**src/rtl/cjb_stack_sequencer_v_pkg.sv**
```systemverilog
// Shared definitions for the stack sequencer: op codes, FSM states, helper functions.
package cjb_stack_sequencer_v_pkg;

    typedef enum logic [1:0] {
        OP_PUSH = 2'b00,
        OP_POP  = 2'b01,
        OP_CALL = 2'b10,
        OP_RET  = 2'b11
    } op_e;

    typedef enum logic [2:0] {
        IDLE   = 3'd0,
        PUSH_S = 3'd1,
        POP_S  = 3'd2,
        CAPT   = 3'd3,
        REJ    = 3'd4,
        DONE   = 3'd5
    } state_e;

    // Bits needed to hold a depth of 0..depth inclusive.
    function automatic int unsigned depth_width(int unsigned depth);
        return $clog2(depth + 1);
    endfunction

    // POP and RET remove an entry; PUSH and CALL add one.
    function automatic logic is_pop(op_e o);
        return (o == OP_POP) || (o == OP_RET);
    endfunction

endpackage

```
**src/rtl/cjb_stack_depth_ctr_v.sv**
```systemverilog
// Saturating up/down depth counter with registered full/empty flags.
module cjb_stack_depth_ctr_v
    import cjb_stack_sequencer_v_pkg::*;
#(
    parameter int unsigned DEPTH = 4,
    parameter int unsigned W     = depth_width(DEPTH)
) (
    input  logic         clock,
    input  logic         reset,
    input  logic         inc,
    input  logic         dec,
    output logic [W-1:0] count,
    output logic         full,
    output logic         empty
);

    logic [W-1:0] count_q, count_d;
    logic         full_q, empty_q;

    // Next count: saturate at both ends, simultaneous inc/dec cancels.
    always_comb begin
        count_d = count_q;
        if (inc && !dec && (count_q != W'(DEPTH))) begin
            count_d = count_q + W'(1);
        end else if (dec && !inc && (count_q != '0)) begin
            count_d = count_q - W'(1);
        end
    end

    // Count and flags update together so the flags always match the count.
    always_ff @(posedge clock) begin
        if (reset) begin
            count_q <= '0;
            full_q  <= 1'b0;
            empty_q <= 1'b1;
        end else begin
            count_q <= count_d;
            full_q  <= (count_d == W'(DEPTH));
            empty_q <= (count_d == '0);
        end
    end

    assign count = count_q;
    assign full  = full_q;
    assign empty = empty_q;

endmodule

```
**src/rtl/cjb_stack_sequencer_v.sv**
```systemverilog
// Control-side sequencer for the hardware stack: PUSH/POP/CALL/RET over req/done.
module cjb_stack_sequencer_v
    import cjb_stack_sequencer_v_pkg::*;
#(
    parameter int unsigned n     = 8,
    parameter int unsigned DEPTH = 4
) (
    input  logic         clock,
    input  logic         reset,
    input  logic         req,
    input  logic [1:0]   op,
    input  logic [n-1:0] wdata,
    output logic         busy,
    output logic         done,
    output logic         err,
    output logic [n-1:0] rdata,
    output logic         pc_load,
    output logic         full,
    output logic         empty,
    output logic         stk_push,
    output logic         stk_pop,
    output logic [n-1:0] stk_din,
    input  logic [n-1:0] stk_dout
);

    localparam int unsigned DW = depth_width(DEPTH);

    state_e       state_q, state_d;
    op_e          op_q, op_d;
    logic [n-1:0] data_q, data_d;
    logic [n-1:0] rdata_q;
    logic         busy_q, done_q, err_q, pc_load_q, push_q, pop_q;
    logic [DW-1:0] depth;

    cjb_stack_depth_ctr_v #(
        .DEPTH (DEPTH),
        .W     (DW)
    ) u_depth (
        .clock (clock),
        .reset (reset),
        .inc   (push_q),
        .dec   (pop_q),
        .count (depth),
        .full  (full),
        .empty (empty)
    );

    // Next state; op and data are latched only on the accept edge.
    always_comb begin
        state_d = state_q;
        op_d    = op_q;
        data_d  = data_q;
        case (state_q)
            IDLE: begin
                if (req) begin
                    op_d   = op_e'(op);
                    data_d = wdata;
                    if (is_pop(op_e'(op))) begin
                        state_d = (depth == '0) ? REJ : POP_S;
                    end else begin
                        state_d = (depth == DW'(DEPTH)) ? REJ : PUSH_S;
                    end
                end
            end
            PUSH_S:  state_d = DONE;
            POP_S:   state_d = CAPT;
            CAPT:    state_d = DONE;
            REJ:     state_d = DONE;
            DONE:    state_d = IDLE;
            default: state_d = IDLE;
        endcase
    end

    // State plus every output registered from the next state, so nothing is combinational
    // from req/op/wdata.
    always_ff @(posedge clock) begin
        if (reset) begin
            state_q   <= IDLE;
            op_q      <= OP_PUSH;
            data_q    <= '0;
            rdata_q   <= '0;
            busy_q    <= 1'b0;
            done_q    <= 1'b0;
            err_q     <= 1'b0;
            pc_load_q <= 1'b0;
            push_q    <= 1'b0;
            pop_q     <= 1'b0;
        end else begin
            state_q   <= state_d;
            op_q      <= op_d;
            data_q    <= data_d;
            busy_q    <= (state_d != IDLE);
            done_q    <= (state_d == DONE);
            err_q     <= (state_d == DONE) && (state_q == REJ);
            pc_load_q <= (state_d == DONE) && (state_q == CAPT) && (op_q == OP_RET);
            push_q    <= (state_d == PUSH_S);
            pop_q     <= (state_d == POP_S);
            // Stack output is valid during CAPT, one edge after the pop strobe.
            if (state_q == CAPT) begin
                rdata_q <= stk_dout;
            end
        end
    end

    assign busy     = busy_q;
    assign done     = done_q;
    assign err      = err_q;
    assign pc_load  = pc_load_q;
    assign rdata    = rdata_q;
    assign stk_push = push_q;
    assign stk_pop  = pop_q;
    assign stk_din  = data_q;

endmodule

```
**config.mk**
```make
export PLATFORM = sky130hd
export DESIGN_NAME = cjb_stack_sequencer_v
export DESIGN_NICKNAME = d
export VERILOG_FILES = /design/src/rtl/cjb_stack_sequencer_v_pkg.sv /design/src/rtl/cjb_stack_depth_ctr_v.sv /design/src/rtl/cjb_stack_sequencer_v.sv
export SDC_FILE = /design/constraint.sdc
export NUM_CORES = 1
export LEC_CHECK = 0
export ABC_AREA = 1
export ABC_CLOCK_PERIOD_IN_PS = 3000
export BUFFER_PORTS_ARGS = -buffer_cell sky130_fd_sc_hd__clkbuf_2
export CAP_MARGIN = 40
export CORE_ASPECT_RATIO = 1.1
export CORE_MARGIN = 1.5
export CORE_UTILIZATION = 45
export DETAILED_ROUTE_END_ITERATION = 8
export PLACE_DENSITY = 0.73
export REMOVE_ABC_BUFFERS = 1
export SYNTH_ARGS = -nofsm -noshare
export SYNTH_HDL_FRONTEND = slang
export SYNTH_HIERARCHICAL = 1
export SYNTH_SLANG_ARGS = --single-unit
```
**constraint.sdc**
```tcl
create_clock -name clock -period 3 [get_ports clock]
set_input_delay 0.15 -clock clock [delete_from_list [all_inputs] [get_ports clock]]
set_output_delay 0.15 -clock clock [all_outputs]
set_load 0.02 [all_outputs]
```
; ---- Word-level counts from Yosys, hierarchy flattened
; Index checks and enable logic that the tools add are counted.
[op_classes]
addsub = 2
eq_ne = 13
muxes = 7
n_reduce_logical = 17
[ops]
columns = operator, count
row1 = $mux 3, 6
row2 = $eq 3x3->1 const B, 4
row3 = $eq 3x2->1 const B, 3
row4 = $logic_not 3->1, 3
row5 = $pmux 3 s3, 1
row6 = $logic_and 1x1->1, 7
row7 = $eq 3x1->1 const B, 2
row8 = $reduce_bool 3->1, 2
row9 = $eq 2x2->1 const B, 2
row10 = $add 3x1->3 const B, 1
row11 = $ne 3x3->1 const B, 1
row12 = $reduce_or 3->1, 1
row13 = $sub 3x1->3 const B, 1
row14 = $eq 2x1->1 const B, 1
row15 = $logic_not 1->1, 2
row16 = $reduce_and 2->1, 1
row17 = $logic_or 1x1->1, 1
[totals]
ff_bits = 32
output_inout_bits = 24

; ---- Depth between registers and ports, before layout
[logic_depth]
word_depth = 8
mapped_depth = 10
depth_no_buf = 10

; ---- Hierarchy
; The synthesis kept the hierarchy.
[by_module_without_submodules]
columns = module, n_inst, cells_per_inst, area_per_inst_um2, seq_area_each_um2
row1 = cjb_stack_sequencer_v, 1, 129, 1031.0, 540.5
row2 = cjb_stack_depth_ctr_v, 1, 44, 301.5, 100.1

; ---- Worst setup path before layout
; OpenSTA, ideal clock, no wires.
[synth_path]
path_kind = register -> register
start = reg u_depth.count_q[0] (netlist: u_depth/count[0])
end = reg u_depth.empty_q (netlist: u_depth/empty)
setup_ps = 58
arrival_ps = 1199
required_time_ps = 2942
setup_slack_ps = 1743
stages_incl_launch_ff = 10
n_path_buf = 0
cell_sequence = dfxtp_1 -> inv_1 -> ha_1 -> nand2_1 -> nand3_2 -> nand3_1 -> nand2_1 -> nor2_2 -> nand2_1 -> nand2_1
[synth_between]
elab_chain_cells = 5
word_cells_on_any_way = 9
[synth_rtl]
columns = item, line
row1 = start: declaration, cjb_stack_depth_ctr_v.sv:17  ; logic [W-1:0] count_q, count_d;
row2 = start signal: assignment, cjb_stack_depth_ctr_v.sv:37  ; count_q <= count_d;
row3 = branches (longest 3 deep; another with $sub 3x1->3), --
row4 = $mux 3 *, cjb_stack_depth_ctr_v.sv:23  ; if (inc && !dec && (count_q != W'(DEPTH))) begin
row5 = $logic_not 3->1 *, cjb_stack_depth_ctr_v.sv:39  ; empty_q <= (count_d == '0);
row6 = end signal: assignment, cjb_stack_depth_ctr_v.sv:39
row7 = end: declaration, cjb_stack_depth_ctr_v.sv:18  ; logic full_q, empty_q;
; Mark *: on every way between the ends.
; A chain may end at the register's enable or synchronous reset.

; ---- Worst setup path after layout
; Same ends and word-level chain as after synthesis.

==> impl_metrics.yaml <==
yosys:
  async_flop_share_pct: 0
  synth_xor_area_share_pct: 0
  synth_edf_count: 0
  ys_ff_latch: 32
  syn_inst: 173
  synthSimpleGateAreaFrac_pct: 30.23
  synth-adder-area-share_pct: 2.817
  ys.flop_type: "dfxtp_1"
  ys_seq_area_share_pct: 48.08
  synth.distinct_cells: 25
  yosysWarnings: 6
  syn_avg_cell_area_um2: 7.702
  synth_compound_area_share_pct: 9.859
  syn_area_um2: 1333
  synth_top_family_by_area: "simple AND/OR/NAND/NOR gates"
  muxShareOfSynthArea_pct: 0
die:
  coreArea_um2: 2803
  dieArea_um2: 3297
  die_y_um: 60.07
  boundaryPins: 45
  die_x_um: 54.89
  rows: 20
  start_util_pct: 47.54
drt:
  remaining_drc_errors: 0
  top_layer_used: "met4"
  ant_nets: 0
  met1_length_um: 1183
  dr_total_vias: 1183
  wl_per_cell_um: 9.929
  wl_met2_um: 1158
  dr.first_iter.drc_count: 19
  dr.pass1.iters: 4
  via_per_inst: 4.657
  met3_length_um: 120
  drt-total-wl_um: 2522
sta:
  worst_pin_slew_ns: 0.4669
  rsz0062_at_grt: "no"
  fin_setup_tns_ns: 0
  hold_violations: 0
  finalSetupViolations: 0
  slew-limit-headroom_pct: 68.68
  fmax_mhz: 721.3
  finalMaxSlewViolations: 0
  period_minus_slack_ns: 1.386
  fin_crit_sh_pct: 46.21
  finalClockSkew_ns: 0.005034
worst_hold_path:
  hold_path.class: "input port to register"
global_route:
  grt_pass1_vias: 1063
  grt_pass1_wl_um: 4367
  antenna_found_initial: 0
  grt_util_all_layers_pct: 18.68
  overflow: 0
  grt_max_degree: 22
clock_network:
  cts.path.max_buffers: 2
  clkSinkCount: 32
  cts.repair.resized: 0
  hold_buffers: 0
  postCtsSetupBuffers: 0
  ctsRootBufferMaster: "clkbuf_4"
  cts_tree: "yes"
  clock_latency_ns: 0.33
  htreeDepth: 2
  cts.clk_slew.worst_paths_ns: 0.10
  cts_buffers: 5
critical_path:
  cp_data_required_time_ns: 3.28
  end_kind: "register"
  start_kind: "register"
  path_class: "register to register"
  worstPathArrival_ns: 1.67
  crit_fanout: 4
layout:
  area_delta_synth_final_pct: 24.23
  fin_util_pct: 59.06
  final_cell_mix: "clkbuf_2 (44), nor2_1 (37), dfxtp_1 (32)"
  antennaDiodeCount: 0
  drive_gt1_share_pct: 33.48
  fin_nets: 244
  fill_cells: 268
  layout_commonest_cell: "clkbuf_2"
place:
  gp_congestion: 0.8790
  io_buffers: 44
  hpwl_um: 1859
run_status:
  status: "finished, final reports clean"
power_and_ir_drop:
  power_density_nw_per_um2: 699.8
  ir_drop_v: 0.0005569
  p_leak_nw: 0.8435
flow_run:
  maxCapViolCount: 0
==> layer usage <==
layer / vias to the layer above / GRT usage [%]
met4: 0 / 11.43
met1: 511 / 24.73
met3: 7 / 5.250
li1: 634 / -
met5: - / 0
met2: 31 / 26.36
==> cells by family (layout without fill, tap and decap cells) <==
family | count (synthesis) | count (layout)
simple gates | 86 | 86
flops | 32 | 32
buf+inv | 27 | 75
compound gates | 25 | 25
fa+ha+maj | 3 | 3
==> layout make-up <==
type | instances | area [µm²] | area share (%)
Clock buffer | 7 | 65.06 | 3.930
Clock inverter | 1 | 30.03 | 1.814
Inverter | 23 | 86.33 | 5.215
Multi-Input combinational cell | 114 | 571.8 | 34.54
Sequential cell | 32 | 640.6 | 38.70
Tap cell | 33 | 41.29 | 2.494
Timing Repair Buffer | 44 | 220.2 | 13.30
==> registers in the layout, summed over array words and instances (netlist names), 2 cells and up <==
signal         flops
op_q               2
rdata              8
state_q            3
stk_din            8
u_depth/count      3
==> stage by stage <==
stage                     area, µm²  setup slack [ns]  hold WS, ns  instances  total power, mW
after floorplan                1299             1.743       0.2191        169           0.7234
after global placement         1560             1.668       0.3713        246           0.7989
after detailed placement       1560             1.638       0.3795        246           0.8013
after CTS                      1655             1.613      0.03504        254            1.163
after global routing           1655             1.453      0.04099        254            1.235
final                          1655             1.614      0.03186        254            1.158
==> where the power goes <==
| group | internal (mW) | switching (mW) | leakage, nW | total [mW] |
|---|---|---|---|---|
| combinational | 0.101 | 0.183 | 0.530 | 0.284 |
| clock | 0.221 | 0.148 | 0.0515 | 0.369 |
| sequential | 0.475 | 0.0295 | 0.262 | 0.505 |
| total | 0.798 | 0.361 | 0.844 | 1.16 |
==> worst paths after layout <==
kind / cells past startpoint / slack (ns) / startpoint / endpoint
max: 9 / 1.61 / u_depth/count[0] / u_depth/empty
min: 3 / 0.03 / wdata[7] / stk_din[7]
max reg2reg: 9 / 1.61 / u_depth/count[0] / u_depth/empty
min reg2reg: 2 / 0.43 / op_q[0] / pc_load
==> critical path: stages, from the launching register on <==
cell	delay, ns
dfxtp_1	0.39
inv_1	0.09
ha_1	0.22
nand2_1	0.10
nand3_2	0.10
nand3_1	0.12
nand2_1	0.07
nor2_2	0.13
nand2_1	0.06
nand2_1	0.05
==> synth_stat cells (2+ instances only) <==
master     n  area share (%)
a21oi_1    4             1.5
buf_6      2             1.7
clkinv_1   2            0.56
dfxtp_1   32              48
ha_1       3             2.8
inv_1     15             4.2
inv_2      6             1.7
nand2_1   25             7.0
nand2_2    6             2.8
nand3_1    6             2.3
nand3_2    2             1.5
nor2_1    37              10
nor2_2     4             1.9
o21ai_0   18             6.8
(Power assumes the default switching activity.)
